$ cat src/rtl/fmul_scheduler.sv
// rtl/fmul_scheduler.sv - in-order issue scheduler for the shared FP multiply unit
`timescale 1ns/1ps
module fmul_scheduler #(
  parameter int DEPTH   = 2,
  parameter int TIMEOUT = 64
) (
  input  logic        i_clk,
  input  logic        i_rst_n,
  input  logic        i_req_valid,
  input  logic [31:0] i_req_op1,
  input  logic [31:0] i_req_op2,
  input  logic [3:0]  i_req_wa3,
  output logic        o_req_ready,
  input  logic [3:0]  i_src_a1,
  input  logic [3:0]  i_src_a2,
  input  logic [3:0]  i_src_a3,
  output logic        o_hazard,
  output logic        o_unit_start,
  output logic [31:0] o_unit_op1,
  output logic [31:0] o_unit_op2,
  output logic [3:0]  o_unit_wa3,
  input  logic        i_unit_busy,
  input  logic        i_unit_done,
  input  logic        i_unit_fast,
  input  logic [31:0] i_unit_result,
  output logic        o_wb_valid,
  output logic [31:0] o_wb_result,
  output logic [3:0]  o_wb_wa3,
  input  logic        i_wb_ack,
  output logic        o_error
);

  localparam int AW = (DEPTH > 1) ? $clog2(DEPTH) : 1;
  localparam int CW = $clog2(DEPTH + 1);
  localparam int TW = $clog2(TIMEOUT + 1);

  typedef enum logic [1:0] {S_IDLE, S_ISSUE, S_WAIT, S_HOLD} state_t;

  state_t            r_state, w_state_nxt;
  logic [31:0]       r_q_op1 [DEPTH];
  logic [31:0]       r_q_op2 [DEPTH];
  logic [3:0]        r_q_wa3 [DEPTH];
  logic [DEPTH-1:0]  r_q_vld;
  logic [AW-1:0]     r_rd_ptr, r_wr_ptr;
  logic [CW-1:0]     r_count;
  logic [3:0]        r_if_wa3;
  logic [31:0]       r_wb_result;
  logic [3:0]        r_wb_wa3;
  logic [TW-1:0]     r_tmr;
  logic              r_error;

  logic              w_push, w_pop, w_start, w_timeout, w_hazard;
  logic [CW-1:0]     w_count_nxt;

  assign w_push      = i_req_valid && (r_count < CW'(DEPTH));
  assign w_start     = (r_state == S_ISSUE) && !i_unit_busy;
  assign w_pop       = w_start;
  assign w_count_nxt = r_count + CW'(w_push) - CW'(w_pop);
  assign w_timeout   = (r_state == S_WAIT) && !i_unit_done && (r_tmr == TW'(TIMEOUT - 1));

  // Queue payload needs no reset: r_q_vld and the pointers define what is live.
  always_ff @(posedge i_clk) begin
    if (w_push) begin
      r_q_op1[r_wr_ptr] <= i_req_op1;
      r_q_op2[r_wr_ptr] <= i_req_op2;
      r_q_wa3[r_wr_ptr] <= i_req_wa3;
    end
  end

  always_ff @(posedge i_clk or negedge i_rst_n) begin
    if (!i_rst_n) begin
      r_state     <= S_IDLE;
      r_q_vld     <= '0;
      r_rd_ptr    <= '0;
      r_wr_ptr    <= '0;
      r_count     <= '0;
      r_if_wa3    <= '0;
      r_wb_result <= '0;
      r_wb_wa3    <= '0;
      r_tmr       <= '0;
      r_error     <= 1'b0;
    end else begin
      r_state <= w_state_nxt;
      r_count <= w_count_nxt;
      if (w_pop) begin
        r_q_vld[r_rd_ptr] <= 1'b0;
        r_rd_ptr          <= r_rd_ptr + AW'(1);
      end
      if (w_push) begin
        r_q_vld[r_wr_ptr] <= 1'b1;
        r_wr_ptr          <= r_wr_ptr + AW'(1);
      end
      if (w_start) begin
        r_if_wa3 <= r_q_wa3[r_rd_ptr];
        r_tmr    <= '0;
        if (i_unit_fast) begin
          r_wb_result <= i_unit_result;
          r_wb_wa3    <= r_q_wa3[r_rd_ptr];
        end
      end
      if (r_state == S_WAIT) begin
        if (i_unit_done) begin
          r_wb_result <= i_unit_result;
          r_wb_wa3    <= r_if_wa3;
        end else begin
          r_tmr <= r_tmr + TW'(1);
        end
      end
      if (w_timeout) begin
        r_error  <= 1'b1;
        r_if_wa3 <= '0;
      end
    end
  end

  always_comb begin
    w_state_nxt  = r_state;
    o_unit_start = 1'b0;
    o_unit_op1   = '0;
    o_unit_op2   = '0;
    o_unit_wa3   = '0;
    o_wb_valid   = 1'b0;
    o_wb_result  = '0;
    o_wb_wa3     = '0;
    case (r_state)
      S_IDLE: begin
        if (r_count != '0) w_state_nxt = S_ISSUE;
      end
      S_ISSUE: begin
        o_unit_start = w_start;
        o_unit_op1   = r_q_op1[r_rd_ptr];
        o_unit_op2   = r_q_op2[r_rd_ptr];
        o_unit_wa3   = r_q_wa3[r_rd_ptr];
        if (w_start) w_state_nxt = i_unit_fast ? S_HOLD : S_WAIT;
      end
      S_WAIT: begin
        if (i_unit_done)    w_state_nxt = S_HOLD;
        else if (w_timeout) w_state_nxt = S_IDLE;
      end
      S_HOLD: begin
        o_wb_valid  = 1'b1;
        o_wb_result = r_wb_result;
        o_wb_wa3    = r_wb_wa3;
        // Count after any same-cycle push decides whether to go straight back to issue.
        if (i_wb_ack) w_state_nxt = (w_count_nxt != '0) ? S_ISSUE : S_IDLE;
      end
      default: w_state_nxt = S_IDLE;
    endcase
  end

  function automatic logic f_hit(input logic [3:0] d);
    return (d == i_src_a1) || (d == i_src_a2) || (d == i_src_a3) ||
           (i_req_valid && (d == i_req_wa3));
  endfunction

  always_comb begin
    w_hazard = 1'b0;
    for (int i = 0; i < DEPTH; i++) begin
      if (r_q_vld[i] && f_hit(r_q_wa3[i])) w_hazard = 1'b1;
    end
    if ((r_state == S_WAIT) && f_hit(r_if_wa3)) w_hazard = 1'b1;
    if ((r_state == S_HOLD) && f_hit(r_wb_wa3)) w_hazard = 1'b1;
  end

  assign o_hazard    = w_hazard;
  assign o_req_ready = (r_count < CW'(DEPTH));
  assign o_error     = r_error;

endmodule
$ cat config.mk
export PLATFORM = sky130hd
export DESIGN_NAME = fmul_scheduler
export DESIGN_NICKNAME = d
export VERILOG_FILES = /design/src/rtl/fmul_scheduler.sv
export SDC_FILE = /design/constraint.sdc
export NUM_CORES = 1
export LEC_CHECK = 0
export BUFFER_PORTS_ARGS = -buffer_cell sky130_fd_sc_hd__buf_2
export CORE_MARGIN = 10
export CORE_UTILIZATION = 37
export CTS_CLUSTER_SIZE = 30
export DETAILED_ROUTE_END_ITERATION = 8
export PLACE_DENSITY_LB_ADDON = 0.2
export SLEW_MARGIN = 5
export SYNTH_ARGS = -nofsm -noshare
export SYNTH_HDL_FRONTEND = slang
export SYNTH_SLANG_ARGS = --single-unit
export TNS_END_PERCENT = 5
$ cat constraint.sdc
create_clock -name i_clk -period 7.4 [get_ports i_clk]
set_input_delay 1.48 -clock i_clk [delete_from_list [all_inputs] [get_ports i_clk]]
set_output_delay 1.48 -clock i_clk [all_outputs]
set_load 0.1 [all_outputs]
==> impl_metrics.py <==
metrics = {
    "timing": {
        "relSlewSlack_pct": 28.6,
        "clock_skew_ns": 0.0140,
        "fin_crit_sh_pct": 61.5,
        "finalCriticalPeriod_ns": 4.55,
        "worst_slew_pin_slew_ns": 1.07,
        "timing.setup.tns_ns": 0,
        "maxSlewViolCount": 0,
        "rsz0062_at_grt": "false",
        "hold_violations": 0,
        "max_freq_ghz": 0.220,
        "setup_viol": 0,
    },
    "floorplanning": {
        "die_area_um2": 29700,
        "core.rowCount": 55,
        "dieWidth_um": 172,
        "core-area_um2": 22700,
        "chipHeight_um": 172,
        "start_util_pct": 37.7,
        "io_pins": 228,
    },
    "cts": {
        "clk_latency_ns": 0.43,
        "cts.path.max_buffers": 2,
        "post_cts_resized": 0,
        "clock_sinks": 192,
        "clk_pin_slew_worst_paths_ns": 0.08,
        "post-cts-setup-buffer-count": 0,
        "cts_tree": "built",
        "cts_hold_buffers": 0,
        "cts_buffers": 17,
        "htreeDepth": 4,
        "cts_root_buffer": "clkbuf_16",
    },
    "routing": {
        "postRouteAntennaNets": 0,
        "wire_per_inst_um": 18.1,
        "drt_iter0_markers": 344,
        "viasPerCell": 4.84,
        "vias": 5474,
        "drt_wl_total_um": 20500,
        "drcViolationCount": 0,
        "drt_pre_antenna_iters": 4,
    },
    "synth": {
        "yosys_warnings": 0,
        "synth_area_um2": 8570,
        "synth_seq_cells": 192,
        "synth_edf_count": 136,
        "synth_ff_type": "edfxtp_1",
        "synth_cell_type_count": 39,
        "syn_nets": 745,
        "synth_async_sr_flop_share_pct": 29.2,
        "seq_area_frac_synth_pct": 64.0,
        "syn_inst": 624,
        "syn_avg_cell_area_um2": 13.7,
    },
    "worst_setup_path": {
        "r2r_start": "r_state[0]$_DFFE_PN0P_",
        "critPathArrivalTime_ns": 3.07,
        "r2r_slack_ns": 3.51,
        "cp.required_ns": 5.92,
        "path_class": "reg2out",
        "crit_path_end_kind": "output port",
        "start_kind": "register",
        "r2r_end": "r_wb_result[31]$_DFF_PN0_",
        "crit_fanout": 69,
        "worstRegToRegCells": 7,
    },
    "hold_path": {
        "holdCritPathClass": "reg2reg",
        "whs_endpoint": "o_error$_DFFE_PN0P_",
        "hold_path_depth": 1,
        "hold_start": "o_error$_DFFE_PN0P_",
    },
    "final_layout": {
        "multi_input_area_um2": 2860,
        "area_growth_pct": 22.7,
        "nets": 948,
        "drive_above_1_share_pct": 36.1,
        "regArea_um2": 5490,
        "fillers": 2098,
    },
    "grt": {
        "track_usage_pct": 13.7,
        "grt_pass1_wl_um": 31800,
        "overflow": 0,
        "grt_pass1_vias": 5714,
        "antenna_found_initial": 10,
        "grt_max_degree": 70,
    },
    "place": {
        "dp_hpwl_um": 14000,
        "gp_congestion": 0.809,
        "io_buffers": 227,
    },
    "status": {
        "status": "complete, no violations",
    },
    "flow_run": {
        "drv_cap": 0,
    },
}
-- how the worst max path moves through the flow --
| stage | startpoint | endpoint |
|---|---|---|
| floorplan | i_req_valid | r_q_op1[0][0]$_DFFE_PP_ |
| global placement | i_src_a2[2] | o_hazard |
| detailed placement | i_src_a2[2] | o_hazard |
| CTS | r_state[0]$_DFFE_PN0P_ | o_unit_start |
| global route | r_state[0]$_DFFE_PN0P_ | o_unit_start |
| finish | r_state[0]$_DFFE_PN0P_ | o_unit_start |
-- area by class of cell --
cell class	instances	area share [%]
Timing Repair Buffer	233	11.2
Clock inverter	14	1.74
Tap cell	285	3.39
Multi-Input combinational cell	380	27.1
Antenna cell	6	0.143
Sequential cell	192	52.2
Clock buffer	18	4.08
Inverter	3	0.107
-- cells in the mapped netlist, types with 3 or more instances --
| master | number | share of area (%) |
|---|---|---|
| nand4_1 | 3 | 0.22 |
| nor4_1 | 14 | 1.0 |
| buf_6 | 5 | 0.66 |
| nand2_1 | 16 | 0.70 |
| nand3_1 | 8 | 0.47 |
| mux2_4 | 30 | 5.3 |
| nor3_1 | 4 | 0.23 |
| dfrtp_1 | 56 | 16 |
| o21ai_0 | 21 | 1.2 |
| clkbuf_1 | 33 | 1.4 |
| nand2b_1 | 3 | 0.22 |
| buf_1 | 8 | 0.35 |
| xor2_1 | 55 | 5.6 |
| and3_1 | 38 | 2.8 |
| nor2b_1 | 3 | 0.22 |
| a31oi_1 | 3 | 0.22 |
| edfxtp_1 | 136 | 48 |
| xnor2_1 | 13 | 1.3 |
| mux2i_1 | 69 | 8.1 |
| a211oi_1 | 4 | 0.35 |
| nor2_1 | 76 | 3.3 |
-- critical path, cell delays in order, from the launching register on --
cell and delay (ns):
dfrtp_1 1.03, nand2b_2 0.08, buf_4 0.34, or2_1 0.41, inv_2 0.27, buf_2 0.50
-- placed cells by master (no fill, tap or decap), types with 6 or more instances in the layout --
master	count
nor2_1	75
dfrtp_1	55
nand3_1	8
edfxtp_1	136
xnor2_1	13
mux2i_1	69
diode_2	6
buf_4	6
xor2_1	55
mux2_4	30
nand2_1	16
and3_1	37
buf_2	227
o21ai_0	21
clkbuf_16	17
nor4_1	14
-- cells by family (layout without fill, tap and decap cells) --
logic type	Yosys count	in the layout	synth area share, %
fa+ha+maj	2	2	0.292
mux	101	101	13.6
other cells	0	6	0
flops	192	192	64.0
compound gates	35	35	2.45
xor+xnor	68	68	6.95
simple gates	174	174	9.93
buf+inv	52	268	2.82
-- metrics by stage --
step,instance area [µm²],cells,hold WS (ns),util [%],worst slack [ns]
floorplan,8570,624,0.450,-,2.40
global placement,9890,1093,0.452,43.6,2.95
detailed placement,9890,1093,0.462,43.6,2.97
CTS,10500,1125,0.481,46.3,2.68
global route,10500,1128,0.496,46.3,2.53
finish,10500,1131,0.477,46.3,2.85
-- registers in the layout, summed over array words and instances (netlist names) --
signal and flops:
r_q_op2 64, o_error 1, r_wb_result 32, r_rd_ptr 1
r_if_wa3 4, r_count 2, r_q_vld 2, r_state 2
r_q_wa3 8, r_tmr 7, r_q_op1 64, r_wr_ptr 1
r_wb_wa3 4
-- routing by layer --
layer / GRT usage (%) / wire, µm / up-vias
met1: 17.6 / 9230 / 2608
met3: 6.38 / 2080 / 17
met5: 0 / 44 / -
met2: 20.5 / 8940 / 189
met4: 3.45 / 178 / 6
li1: - / - / 2654
Power is not shown: default switching activity piles up to over one toggle a cycle in this logic, so the estimate is an artifact.
